### config.mk
export PLATFORM = sky130hd
export DESIGN_NAME = fpu_cmp_pipe
export DESIGN_NICKNAME = d
export VERILOG_FILES = /design/src/rtl/fpu_cmp_pkg.sv /design/src/rtl/fpu_cmp_classify.sv /design/src/rtl/fpu_cmp_pipe.sv
export SDC_FILE = /design/constraint.sdc
export NUM_CORES = 1
export LEC_CHECK = 0
export CELL_PAD_IN_SITES_DETAIL_PLACEMENT = 0
export CELL_PAD_IN_SITES_GLOBAL_PLACEMENT = 1
export CORE_MARGIN = 3
export CORE_UTILIZATION = 27
export CTS_CLUSTER_DIAMETER = 120
export DETAILED_ROUTE_END_ITERATION = 8
export PLACE_DENSITY_LB_ADDON = 0.1
export REMOVE_ABC_BUFFERS = 1
export SLEW_MARGIN = 20
export SYNTH_ARGS = -nofsm -noshare
export SYNTH_HDL_FRONTEND = slang
export SYNTH_SLANG_ARGS = --single-unit
### constraint.sdc
create_clock -name clk -period 3.65 [get_ports clk]
set_input_delay 0.73 -clock clk [delete_from_list [all_inputs] [get_ports clk]]
set_output_delay 0.73 -clock clk [all_outputs]
set_load 0.01 [all_outputs]
### src/rtl/fpu_cmp_pkg.sv
// Shared types and constants for the floating-point compare pipeline.
package fpu_cmp_pkg;

   // Operand classification.
   typedef enum logic [2:0] {
      CLS_ZERO,
      CLS_DENORM,
      CLS_NORMAL,
      CLS_INF,
      CLS_QNAN,
      CLS_SNAN
   } fp_class_e;

   // x87-style condition codes {C3,C2,C0}.
   localparam logic [2:0] CC_GT = 3'b000;
   localparam logic [2:0] CC_LT = 3'b001;
   localparam logic [2:0] CC_EQ = 3'b100;
   localparam logic [2:0] CC_UN = 3'b111;

   // Per-request state carried from stage 1 to stage 2.
   typedef struct packed {
      logic nan;      // either operand is NaN
      logic inv;      // invalid-operation condition
      logic den;      // either raw operand is denormal
      logic zero;     // both effective magnitudes are zero
      logic sa;       // sign of a
      logic sb;       // sign of b
      logic mag_lt;   // |a| < |b| on effective magnitude bits
      logic mag_eq;   // |a| == |b| on effective magnitude bits
   } s1_info_t;

endpackage

### src/rtl/fpu_cmp_classify.sv
// Classifies one IEEE-754 operand and produces its effective value
// (denormal flushed to signed zero when DAZ is set).
module fpu_cmp_classify
   import fpu_cmp_pkg::*;
#(
   parameter int EXP_W  = 11,
   parameter int FRAC_W = 52,
   parameter int DAZ    = 1
) (
   input  logic [EXP_W+FRAC_W:0] op,
   output fp_class_e             cls,
   output logic [EXP_W+FRAC_W:0] eff
);

   localparam int W = 1 + EXP_W + FRAC_W;

   logic [EXP_W-1:0]  exp_f;
   logic [FRAC_W-1:0] frac_f;

   // Field decode, classification and optional denormal flush.
   always_comb begin
      exp_f  = op[W-2:FRAC_W];
      frac_f = op[FRAC_W-1:0];
      eff    = op;
      cls    = CLS_NORMAL;
      if (exp_f == '0) begin
         if (frac_f == '0) begin
            cls = CLS_ZERO;
         end else begin
            cls = CLS_DENORM;
            if (DAZ != 0) eff = {op[W-1], {(W-1){1'b0}}};
         end
      end else if (exp_f == '1) begin
         if (frac_f == '0)             cls = CLS_INF;
         else if (frac_f[FRAC_W-1])    cls = CLS_QNAN;
         else                          cls = CLS_SNAN;
      end
   end

endmodule

### src/rtl/fpu_cmp_pipe.sv
// Two-stage pipelined floating-point compare (FCOM/FUCOM) with
// valid/ready handshake, pass-through tag and sticky invalid flag.
module fpu_cmp_pipe
   import fpu_cmp_pkg::*;
#(
   parameter int EXP_W  = 11,
   parameter int FRAC_W = 52,
   parameter int DAZ    = 1,
   parameter int TAG_W  = 4
) (
   input  logic                   clk,
   input  logic                   rst_n,
   input  logic                   in_valid,
   output logic                   in_ready,
   input  logic [EXP_W+FRAC_W:0]  in_a,
   input  logic [EXP_W+FRAC_W:0]  in_b,
   input  logic                   in_signaling,
   input  logic [TAG_W-1:0]       in_tag,
   output logic                   out_valid,
   input  logic                   out_ready,
   output logic                   out_lt,
   output logic                   out_eq,
   output logic                   out_gt,
   output logic                   out_un,
   output logic [2:0]             out_cc,
   output logic                   out_invalid,
   output logic                   out_denormal,
   output logic [TAG_W-1:0]       out_tag,
   input  logic                   sticky_clr,
   output logic                   sticky_invalid
);

   localparam int W = 1 + EXP_W + FRAC_W;

   fp_class_e        cls_a, cls_b;
   logic [W-1:0]     eff_a, eff_b;
   s1_info_t         info_in;
   logic             stall;

   logic             s1_valid_q, s1_valid_d;
   s1_info_t         s1_info_q, s1_info_d;
   logic [TAG_W-1:0] s1_tag_q, s1_tag_d;

   logic             out_valid_q, out_valid_d;
   logic             lt_q, lt_d, eq_q, eq_d, gt_q, gt_d, un_q, un_d;
   logic [2:0]       cc_q, cc_d;
   logic             inv_q, inv_d, den_q, den_d;
   logic [TAG_W-1:0] tag_q, tag_d;
   logic             sticky_q, sticky_d;

   fpu_cmp_classify #(.EXP_W(EXP_W), .FRAC_W(FRAC_W), .DAZ(DAZ)) u_cls_a (
      .op(in_a), .cls(cls_a), .eff(eff_a));
   fpu_cmp_classify #(.EXP_W(EXP_W), .FRAC_W(FRAC_W), .DAZ(DAZ)) u_cls_b (
      .op(in_b), .cls(cls_b), .eff(eff_b));

   assign stall    = out_valid_q & ~out_ready;
   assign in_ready = ~(s1_valid_q & stall);

   // Stage-1 datapath: NaN/invalid/denormal flags and magnitude compare.
   always_comb begin
      info_in.nan    = (cls_a inside {CLS_QNAN, CLS_SNAN}) | (cls_b inside {CLS_QNAN, CLS_SNAN});
      info_in.inv    = (cls_a == CLS_SNAN) | (cls_b == CLS_SNAN) | (in_signaling & info_in.nan);
      info_in.den    = (cls_a == CLS_DENORM) | (cls_b == CLS_DENORM);
      info_in.zero   = (eff_a[W-2:0] == '0) & (eff_b[W-2:0] == '0);
      info_in.sa     = eff_a[W-1];
      info_in.sb     = eff_b[W-1];
      info_in.mag_lt = eff_a[W-2:0] <  eff_b[W-2:0];
      info_in.mag_eq = eff_a[W-2:0] == eff_b[W-2:0];
   end

   // Stage-1 register load; holds while stage 2 is stalled and stage 1 is full.
   always_comb begin
      s1_valid_d = s1_valid_q;
      s1_info_d  = s1_info_q;
      s1_tag_d   = s1_tag_q;
      if (in_ready) begin
         s1_valid_d = in_valid;
         s1_info_d  = info_in;
         s1_tag_d   = in_tag;
      end
   end

   // Stage-2 relation decode; outputs forced to zero for empty slots.
   always_comb begin
      out_valid_d = out_valid_q;
      lt_d = lt_q; eq_d = eq_q; gt_d = gt_q; un_d = un_q;
      cc_d = cc_q; inv_d = inv_q; den_d = den_q; tag_d = tag_q;
      if (!stall) begin
         out_valid_d = s1_valid_q;
         lt_d = 1'b0; eq_d = 1'b0; gt_d = 1'b0; un_d = 1'b0;
         cc_d = '0; inv_d = 1'b0; den_d = 1'b0; tag_d = '0;
         if (s1_valid_q) begin
            un_d = s1_info_q.nan;
            eq_d = ~un_d & (s1_info_q.zero | ((s1_info_q.sa == s1_info_q.sb) & s1_info_q.mag_eq));
            if (!un_d && !eq_d) begin
               if (s1_info_q.sa != s1_info_q.sb) lt_d = s1_info_q.sa;
               else if (s1_info_q.sa)           lt_d = ~s1_info_q.mag_lt & ~s1_info_q.mag_eq;
               else                             lt_d = s1_info_q.mag_lt;
               gt_d = ~lt_d;
            end
            if (un_d)      cc_d = CC_UN;
            else if (eq_d) cc_d = CC_EQ;
            else if (lt_d) cc_d = CC_LT;
            else           cc_d = CC_GT;
            inv_d = s1_info_q.inv;
            den_d = s1_info_q.den;
            tag_d = s1_tag_q;
         end
      end
   end

   // Sticky invalid: a delivered invalid beat wins over a same-cycle clear.
   always_comb begin
      sticky_d = sticky_q;
      if (sticky_clr)                        sticky_d = 1'b0;
      if (out_valid_q & out_ready & inv_q)   sticky_d = 1'b1;
   end

   // Pipeline and flag registers.
   always_ff @(posedge clk or negedge rst_n) begin
      if (!rst_n) begin
         s1_valid_q  <= 1'b0;
         s1_info_q   <= '0;
         s1_tag_q    <= '0;
         out_valid_q <= 1'b0;
         lt_q <= 1'b0; eq_q <= 1'b0; gt_q <= 1'b0; un_q <= 1'b0;
         cc_q <= '0; inv_q <= 1'b0; den_q <= 1'b0; tag_q <= '0;
         sticky_q    <= 1'b0;
      end else begin
         s1_valid_q  <= s1_valid_d;
         s1_info_q   <= s1_info_d;
         s1_tag_q    <= s1_tag_d;
         out_valid_q <= out_valid_d;
         lt_q <= lt_d; eq_q <= eq_d; gt_q <= gt_d; un_q <= un_d;
         cc_q <= cc_d; inv_q <= inv_d; den_q <= den_d; tag_q <= tag_d;
         sticky_q    <= sticky_d;
      end
   end

   assign out_valid      = out_valid_q;
   assign out_lt         = lt_q;
   assign out_eq         = eq_q;
   assign out_gt         = gt_q;
   assign out_un         = un_q;
   assign out_cc         = cc_q;
   assign out_invalid    = inv_q;
   assign out_denormal   = den_q;
   assign out_tag        = tag_q;
   assign sticky_invalid = sticky_q;

endmodule

==> impl_metrics.toml <==
[status]
status = "finished with violations"
violations = "setup timing"

[layout]
antenna_cells = 0
final_common_cell = "buf_4"
most-common-layout-cells = "buf_4, nand2_1, ha_1, clkdlybuf4s50_1, nor2b_1"
final_nets = 897
finalInstanceArea_um2 = 6620
multi_input_area_um2 = 3200
drive_gt1_share_pct = 32.2
regArea_um2 = 676
n_fill_cell = 1199
finalNonFillerCells = 863
syn_to_final_growth_pct = 89.5

[sta]
fin_hold_ws_ns = 0.479
slew_headroom_pct = 69.5
setup_violations = 1
worst_pin_slew_ns = 0.446
fin_worst_skew_ns = 0.00408
fin_crit_sh_pct = 100
fmax_mhz = 273
fin_crit_ns = 3.66
hold_violations = 0
maxSlewViolCount = 0
setup_slack_ns = -0.00796

[critical_path]
cp-start-kind = "primary input"
required_ns = 3.85
ff2ff_setup_slack_ns = 1.85
crit_arrival_ns = 3.86
cp-endpoint = "s1_info_q[1]"
path_class = "primary input to flip-flop"
cp-end-kind = "flip-flop"
critPathLaunch = "in_b[52]"
rr_startpoint = "s1_valid_q"
rr_endpoint = "s1_info_q[1]"
cp_max_fo = 5
ff2ff_path_depth = 6

[yosys]
synth-xor-area-share_pct = 0
synth_top_family_by_area = "simple AND/OR/NAND/NOR gates"
synth-simple-area-share_pct = 35.4
netlist_area_um2 = 3490
synthAdderAreaFrac_pct = 22.6
syn_inst = 454
yosys.area.top_type_share_pct = 22.6
synth_area_per_cell_um2 = 7.69
async_reset_ff_share_pct = 100
synthTopCellsByArea = "ha_1, dfrtp_1, nand2_1, nor2b_1, nor4_1"
synth_edf_count = 0
ys.flop_type = "dfrtp_1"
yosysWarnings = 0
synth_mux_area_share_pct = 1.94
ys_ff_latch = 27
synth_compound_area_share_pct = 14.5
yosysUniqueCellTypes = 48
synth_top_area_cell = "ha_1"
ys_seq_area_share_pct = 19.4

[cts]
cts.path.max_buffers = 2
numClockSinks = 27
cts_tree = "done"
htreeDepth = 1
cts_buffers = 3
cts_root_buf = "clkbuf_16"
clkTransAtPathRegs_ns = 0.07
clock_latency_ns = 0.26

[detailed_routing]
drtIter0Drc = 213
viasPerCell = 4.90
routedWlPerCell_um = 16.0
drcViolationCount = 0
finalWirelength_um = 13800
first_pass_iters = 4
vias = 4228
detail-route-antenna-nets = 0

[global_route]
grt_pass1_vias = 4459
grt_usage_pct = 18.0
grt-ovfl-total = 0
antenna_found_initial = 0
grt_max_degree = 28
grt_pass1_wl_um = 21400

[floorplan]
io_pins = 154
die_area_um2 = 14300
die_w_um = 120
dieHeight_um = 120
rows = 40
coreArea_um2 = 12300
start_util_pct = 28.4

[flow_run]
cap_viol_max_count = 0

[min_path]
min-delay-start = "out_tag[0]"
hold_class = "flip-flop to flip-flop"

[placement]
gp_congestion = 0.885
placed_cells = 845
io_buffers = 153
place_hpwl_um = 11000
placed_area_um2 = 5830
dp_slack_ns = -0.788

[power_and_ir_drop]
p_leak_nw = 3.29
vdd_drop_max_mv = 0.102
power.density_nw_per_um2 = 180
==> worst max-delay path, cell delays in order <==
cell,delay (ns)
clkdlybuf4s50_1,0.46
nor4_2,0.33
nand3_2,0.17
or2_4,0.33
buf_12,0.14
buf_4,0.13
nand2_1,0.06
ha_1,0.24
a2111oi_0,0.45
o21ai_0,0.17
o211ai_1,0.13
nand2_1,0.07
a41oi_1,0.25
a32o_1,0.20
==> flip-flops by register name, indices dropped and copies added (netlist names) <==
register,flops
sticky_invalid,1
out_tag,4
out_valid,1
out_un,1
out_gt,1
s1_valid_q,1
out_lt,1
out_denormal,1
s1_info_q,8
out_cc,2
out_eq,1
out_invalid,1
s1_tag_q,4
==> where the power goes <==
group          leakage (nW)  internal, mW  switching [mW]
Combinational          2.91         0.331           0.257
Clock                0.0409         0.148           0.105
Sequential            0.341         0.328          0.0219
Total                  3.29         0.807           0.383
==> synthesized netlist by cell type, types with 3 or more instances <==
library cell,instances
nand2_1,84
ha_1,63
nor2b_1,50
nor4_1,32
dfrtp_1,27
o21ai_0,21
a21oi_1,20
nand4_1,19
nor2_1,15
inv_1,14
clkbuf_1,13
nand3_1,12
a21o_1,7
buf_2,6
mux2_2,6
nor3_1,6
buf_6,5
nand2b_1,5
and2_1,4
o211ai_1,4
a31oi_1,3
buf_4,3
o31ai_1,3
==> final cells by class <==
type                            count  area share, %
Multi-Input combinational cell    385           48.4
Timing Repair Buffer              264           36.2
Sequential cell                    27           10.2
Tap cell                          168           3.18
Clock buffer                        3           1.13
Inverter                           15          0.851
Clock inverter                      1         0.0756
==> stage by stage <==
step	total power [mW]	TNS, ns	utilization [%]
global route	1.27	-0.200	53.7
floorplan	0.560	-1.19	-
global placement	0.900	-1.31	47.3
finish	1.19	-0.00796	53.7
CTS	1.16	0	50.5
detailed placement	0.907	-1.43	47.3
==> how the worst min path moves through the flow <==
stage	to	slack [ns]	cells past startpoint
6_report	out_tag[0]	0.48	2
3_5_place_dp	out_tag[0]	0.47	2
3_3_place_gp	out_tag[3]	0.46	2
5_1_grt	out_cc[0]	0.50	2
4_1_cts	out_tag[0]	0.49	2
2_1_floorplan	out_cc[0]	0.43	0
==> logic make-up (layout without fill, tap and decap cells) <==
kind of cell	after synthesis	in the layout
buf+inv	43	283
fa+ha+maj	63	63
flops	27	27
compound gates	78	78
simple gates	237	238
mux	6	6
==> timing repair <==
action	CTS	global route
gates resized for setup	145	130
setup endpoints to repair	2	2
hold buffers	0	0
gates cloned	3	0
pin swaps	51	64
setup buffers	6	7
==> metal layers <==
layer / vias up / wire length, µm / GRT usage [%]
met5: - / 0 / 0
met4: 0 / 146 / 2.15
met3: 12 / 582 / 1.93
met2: 119 / 6900 / 32.3
met1: 1964 / 6170 / 24.0
li1: 2133 / - / -
No activity file was read; power rests on OpenSTA's default activity.
